==> src/rtl/mem_port_arbiter.sv <==
// -----------------------------------------------------------------------------
// mem_port_arbiter
//   Lets the IF stage (instruction fetch) and the MEM stage (lw/sw) share one
//   single-ported, variable-latency memory. Only one memory transaction is in
//   flight at a time.
//
//   Arbitration: the data side normally wins. A starvation counter makes sure
//   a pending fetch is not passed over by more than STARVE_LIMIT data grants.
//
//   Handshake semantics (all requesters):
//     x_req is held high until x_valid. A grant is only made from IDLE. The
//     address, write enable and write data are captured on the grant edge;
//     later changes on the request side have no effect on that transaction.
//     mem_req stays high until the cycle in which mem_ready is seen. mem_ready
//     may already be high in the first mem_req cycle. x_valid is a one-cycle
//     registered pulse on the cycle after the mem_ready cycle.
//
// Ports
//   clk, reset                 clock and synchronous active-high reset
//   if_req / if_addr           fetch request and PC
//   if_flush                   branch taken: discard the in-flight fetch result
//   if_rdata / if_valid        fetched instruction and its one-cycle pulse
//   if_stall                   fetch pending, result not yet returned
//   d_req / d_we / d_addr /
//   d_wdata                    data request (load when d_we=0, store when 1)
//   d_rdata / d_valid          load data and the completion pulse
//   d_stall                    data access pending, not yet done
//   mem_req / mem_we /
//   mem_addr / mem_wdata       registered memory request
//   mem_rdata / mem_ready      memory read data and completion
//   state_dbg                  current FSM state (0 idle, 1 busy fetch,
//                              2 busy data)
//   starve_dbg                 current starvation count
// -----------------------------------------------------------------------------
module mem_port_arbiter #(
   parameter int ADDR_W       = 32,
   parameter int DATA_W       = 32,
   parameter int STARVE_LIMIT = 4,
   localparam int STARVE_W    = $clog2(STARVE_LIMIT + 1)
) (
   input  logic              clk,
   input  logic              reset,
   input  logic              if_req,
   input  logic [ADDR_W-1:0] if_addr,
   input  logic              if_flush,
   output logic [DATA_W-1:0] if_rdata,
   output logic              if_valid,
   output logic              if_stall,
   input  logic              d_req,
   input  logic              d_we,
   input  logic [ADDR_W-1:0] d_addr,
   input  logic [DATA_W-1:0] d_wdata,
   output logic [DATA_W-1:0] d_rdata,
   output logic              d_valid,
   output logic              d_stall,
   output logic              mem_req,
   output logic              mem_we,
   output logic [ADDR_W-1:0] mem_addr,
   output logic [DATA_W-1:0] mem_wdata,
   input  logic [DATA_W-1:0] mem_rdata,
   input  logic              mem_ready,
   output logic [1:0]        state_dbg,
   output logic [STARVE_W-1:0] starve_dbg
);

   typedef enum logic [1:0] {
      IDLE    = 2'd0,
      BUSY_IF = 2'd1,
      BUSY_D  = 2'd2
   } state_t;

   state_t              state_q;
   state_t              state_next;
   logic                if_valid_q;
   logic                d_valid_q;
   logic                drop_q;
   logic [STARVE_W-1:0] starve_q;

   logic req_eff_if;
   logic req_eff_d;
   logic grant_if;
   logic grant_d;
   logic starve_below;

   // A requester that is being answered this cycle must not be granted again
   // on the strength of the same (still high) request. A flush in IDLE also
   // keeps the old fetch address from being issued.
   assign req_eff_if   = if_req & ~if_valid_q & ~if_flush;
   assign req_eff_d    = d_req & ~d_valid_q;
   assign starve_below = (starve_q < STARVE_W'(STARVE_LIMIT));

   always_comb begin
      state_next = state_q;
      grant_if   = 1'b0;
      grant_d    = 1'b0;
      case (state_q)
         IDLE: begin
            if (req_eff_d && (!req_eff_if || starve_below)) begin
               grant_d    = 1'b1;
               state_next = BUSY_D;
            end else if (req_eff_if) begin
               grant_if   = 1'b1;
               state_next = BUSY_IF;
            end
         end
         BUSY_IF: begin
            if (mem_ready) state_next = IDLE;
         end
         BUSY_D: begin
            if (mem_ready) state_next = IDLE;
         end
         default: state_next = IDLE;
      endcase
   end

   always_ff @(posedge clk) begin
      if (reset) begin
         state_q    <= IDLE;
         mem_req    <= 1'b0;
         mem_we     <= 1'b0;
         mem_addr   <= '0;
         mem_wdata  <= '0;
         if_rdata   <= '0;
         d_rdata    <= '0;
         if_valid_q <= 1'b0;
         d_valid_q  <= 1'b0;
         drop_q     <= 1'b0;
      end else begin
         state_q    <= state_next;
         if_valid_q <= 1'b0;
         d_valid_q  <= 1'b0;

         if (grant_d) begin
            mem_req   <= 1'b1;
            mem_we    <= d_we;
            mem_addr  <= d_addr;
            mem_wdata <= d_wdata;
         end else if (grant_if) begin
            mem_req   <= 1'b1;
            mem_we    <= 1'b0;
            mem_addr  <= if_addr;
         end

         if (state_q == BUSY_IF) begin
            if (mem_ready) begin
               mem_req <= 1'b0;
               mem_we  <= 1'b0;
               drop_q  <= 1'b0;
               // A flush arriving in the completion cycle counts as a drop too.
               if (!(drop_q || if_flush)) begin
                  if_valid_q <= 1'b1;
                  if_rdata   <= mem_rdata;
               end
            end else if (if_flush) begin
               drop_q <= 1'b1;
            end
         end

         if (state_q == BUSY_D && mem_ready) begin
            mem_req   <= 1'b0;
            mem_we    <= 1'b0;
            d_valid_q <= 1'b1;
            if (!mem_we) d_rdata <= mem_rdata;
         end
      end
   end

   // Counts data grants that overtook a waiting fetch; saturates at the limit.
   always_ff @(posedge clk) begin
      if (reset) begin
         starve_q <= '0;
      end else if (!if_req || grant_if) begin
         starve_q <= '0;
      end else if (grant_d && starve_below) begin
         starve_q <= starve_q + STARVE_W'(1);
      end
   end

   assign if_valid   = if_valid_q & ~if_flush;
   assign d_valid    = d_valid_q;
   assign if_stall   = if_req & ~if_valid;
   assign d_stall    = d_req & ~d_valid_q;
   assign state_dbg  = state_q;
   assign starve_dbg = starve_q;

endmodule

==> config.mk <==
export PLATFORM = sky130hd
export DESIGN_NAME = mem_port_arbiter
export DESIGN_NICKNAME = d
export VERILOG_FILES = /design/src/rtl/mem_port_arbiter.sv
export SDC_FILE = /design/constraint.sdc
export NUM_CORES = 1
export LEC_CHECK = 0
export ABC_AREA = 1
export ABC_CLOCK_PERIOD_IN_PS = 1700
export BUFFER_PORTS_ARGS = -buffer_cell sky130_fd_sc_hd__buf_2
export CELL_PAD_IN_SITES_DETAIL_PLACEMENT = 2
export CELL_PAD_IN_SITES_GLOBAL_PLACEMENT = 2
export CORE_MARGIN = 1
export CORE_UTILIZATION = 23
export DETAILED_ROUTE_END_ITERATION = 12
export PLACE_DENSITY = 0.77
export SLEW_MARGIN = 20
export SYNTH_ARGS = -nofsm -noshare
export SYNTH_HDL_FRONTEND = slang
export SYNTH_SLANG_ARGS = --single-unit
export TNS_END_PERCENT = 1
==> constraint.sdc <==
create_clock -name clk -period 1.7 [get_ports clk]
set_input_delay 0.085 -clock clk [delete_from_list [all_inputs] [get_ports clk]]
set_output_delay 0.085 -clock clk [all_outputs]
set_load 0.01 [all_outputs]
==> results_dict.tcl <==
set metrics [dict create \
    ant_nets 0 \
    start_util_pct 23.4 \
    fin_crit_ps 1610 \
    grt_setup_unrepaired "false" \
    cp_slowest_cell "dfxtp_1" \
    cts_made_buffers 17 \
    worstPathArrival_ps 1930 \
    area.growth.synth_to_final_pct 66.1 \
    post_cts_buffers 0 \
    grtUsageTotal_pct 21.5 \
    synth_top_area_share_pct 50.3 \
    grt_pass1_vias 7511 \
    io_buffers 273 \
    ys_seq_elements 138 \
    yosysWarnings 0 \
    syn_inst 764 \
    die_h_um 157 \
    synth_async_sr_flop_share_pct 0 \
    clkLatencyLatePin_ps 430 \
    drt_first_pass_iters 4 \
    drive_above_1_share_pct 29.3 \
    cellLeakagePower_uw 0.00455 \
    synthDistinctLibCells 23 \
    core_area_mm2 0.0235 \
    crit_chain "inv_1 > ha_2 > nand3_4 > buf_12 > buf_4 > nand2_1 > nand2_1 > nor2_2 > nor2_1" \
    drv_cap 0 \
    slew_viol_final 0 \
    htree_levels 4 \
    wl_per_cell_um 18.1 \
    diodes 0 \
    wirelength_mm 26.7 \
    worstMarginPinSlew_ps 424 \
    via_count 6640 \
    grt_pass1_wl_mm 40.5 \
    path_class "register to register" \
    overflow 0 \
    cts-root-buf "clkbuf_16" \
    setup_viol 0 \
    clkSinkCount 138 \
    synth_nets 903 \
    path_common_cell "nand2_1" \
    finClkSkew_ps 13.0 \
    routabilityCongestion 0.741 \
    cpPeakStageDelay_ps 330 \
    finalInstanceArea_mm2 0.00913 \
    num_rows 56 \
    ys.flop_type "dfxtp_1" \
    slew_headroom_pct 71.7 \
    hp-class "primary input to register" \
    yosys.cell_count.top_type "nand2_1" \
    ios 274 \
    avgViaCountPerCell 4.50 \
    drc_errors 0 \
    crit_buf_inv 3 \
    syn-cell-area_mm2 0.00550 \
    setup_tns_ps 0 \
    synth_edf_count 0 \
    cts_buffer_depth 2 \
    final_nets 1282 \
    ir_worst_vdd_mv 0.574 \
    grt_max_degree 49 \
    antenna_found_initial 0 \
    worstSetupEndpointType "register" \
    powerDensity_mw_per_mm2 1040 \
    synth.top_cells.by_area "dfxtp_1, nand2_1, nor2_1" \
    dieArea_mm2 0.0245 \
    start_kind "register" \
    cts_tree "built" \
    synthTopCellsByCount "nand2_1, nor2_1, dfxtp_1, o21ai_0, a21oi_1" \
    status "complete, no violations" \
    dp_hpwl_mm 15.5 \
    die_width_um 157 \
    placed_cell_area_mm2 0.00736 \
    crit_required_ps 2020 \
    final_hold_viol_count 0 \
    fmax_mhz 620 \
    drt-initial-drc-count 244 \
    syn_area_per_cell_um2 7.19 \
    cts.clk_slew.worst_paths_ps 70 \
    post-route-period-util_pct 94.8 \
    crit_family "simple AND/OR/NAND/NOR gates" \
    yosysSeqAreaShare_pct 50.3 \
    synth_area_leader_cell "dfxtp_1" \
    path_max_fanout 21 \
]
-- layout by cell type (no fill, tap or decap), types with 2 or more instances in the layout --
master / n
clkinvlp_4: 3
inv_1: 13
nor2_1: 199
o21ai_0: 64
dfxtp_1: 138
nand3b_1: 32
ha_1: 3
nor2_2: 3
nand3_1: 4
clkbuf_16: 17
nand2_1: 208
inv_6: 6
buf_4: 8
bufinv_16: 3
buf_2: 273
nand3_2: 2
a21oi_1: 39
inv_2: 3
dlygate4sd3_1: 114
buf_12: 13
-- worst min-delay path: stages --
cell     delay, ps
buf_2          120
a21oi_1        130
nor3_1          60
-- layer usage --
layer  part of all wire (%)  track usage [%]
met1                     38             21.9
met2                     52             40.3
met3                    7.5             7.42
met4                    2.4             7.70
met5                      0                0
-- cell type report --
cell class | count | area [um2]
tap | 319 | 399
clock inverter | 14 | 181
timing repair buffer | 409 | 2840
fill | 2734 | 14300
multi-input combinational | 561 | 2450
inverter | 16 | 60.1
clock buffer | 18 | 439
sequential | 138 | 2760
-- kinds of logic (layout without fill, tap and decap cells) --
group                      Yosys count  count (layout)  synth area share, %
buffers and inverters               65             457                 5.51
DFF                                138             138                 50.3
AOI/OAI and AO/OA                  105             105                 9.67
and+or+nand+nor                    452             452                 33.6
adders and majority gates            4               4                0.911
-- repair_timing --
item,4_1_cts,5_1_grt
gates resized for setup,0,3
endpoints found under the hold margin,126,0
setup endpoints to repair,0,7
hold buffers,114,0
-- power by group --
| group | switching [uW] | internal (uW) | total, uW |
|---|---|---|---|
| combinational | 1030 | 821 | 1850 |
| sequential | 123 | 3460 | 3590 |
| clock | 1640 | 2390 | 4020 |
| total | 2790 | 6670 | 9460 |
-- worst paths after layout --
kind                              start                         end  slack [ps]  cells after the start
min reg2reg  mem_wdata[23]$_SDFFE_PP0N_  mem_wdata[23]$_SDFFE_PP0N_         470                      2
min                            if_flush         drop_q$_SDFFE_PP0P_          20                      3
max           state_dbg[0]$_SDFFE_PP0P_   mem_addr[19]$_SDFFE_PP0P_          90                      9
max reg2reg   state_dbg[0]$_SDFFE_PP0P_   mem_addr[19]$_SDFFE_PP0P_          90                      9
-- sequential cells by signal (all words and copies together) (netlist names) --
register / cells
d_rdata: 32
mem_we: 1
state_dbg: 2
drop_q: 1
mem_wdata: 32
if_valid_q: 1
mem_req: 1
starve_dbg: 3
d_valid: 1
mem_addr: 32
if_rdata: 32
-- through the flow --
stage               std cells  hold WS (ps)  power (uW)  setup slack, ps  util, %
floorplan                 764           220        4460              240        -
global placement         1329           325        5170              212     31.3
detailed placement       1329           331        5220              120     31.3
CTS                      1475       0.00294        9500             79.8     38.8
global route             1475          18.7        9890             1.46     38.9
finish                   1475          22.0        9460             88.2     38.9
Note: power is estimated with default switching activity, not from simulation.
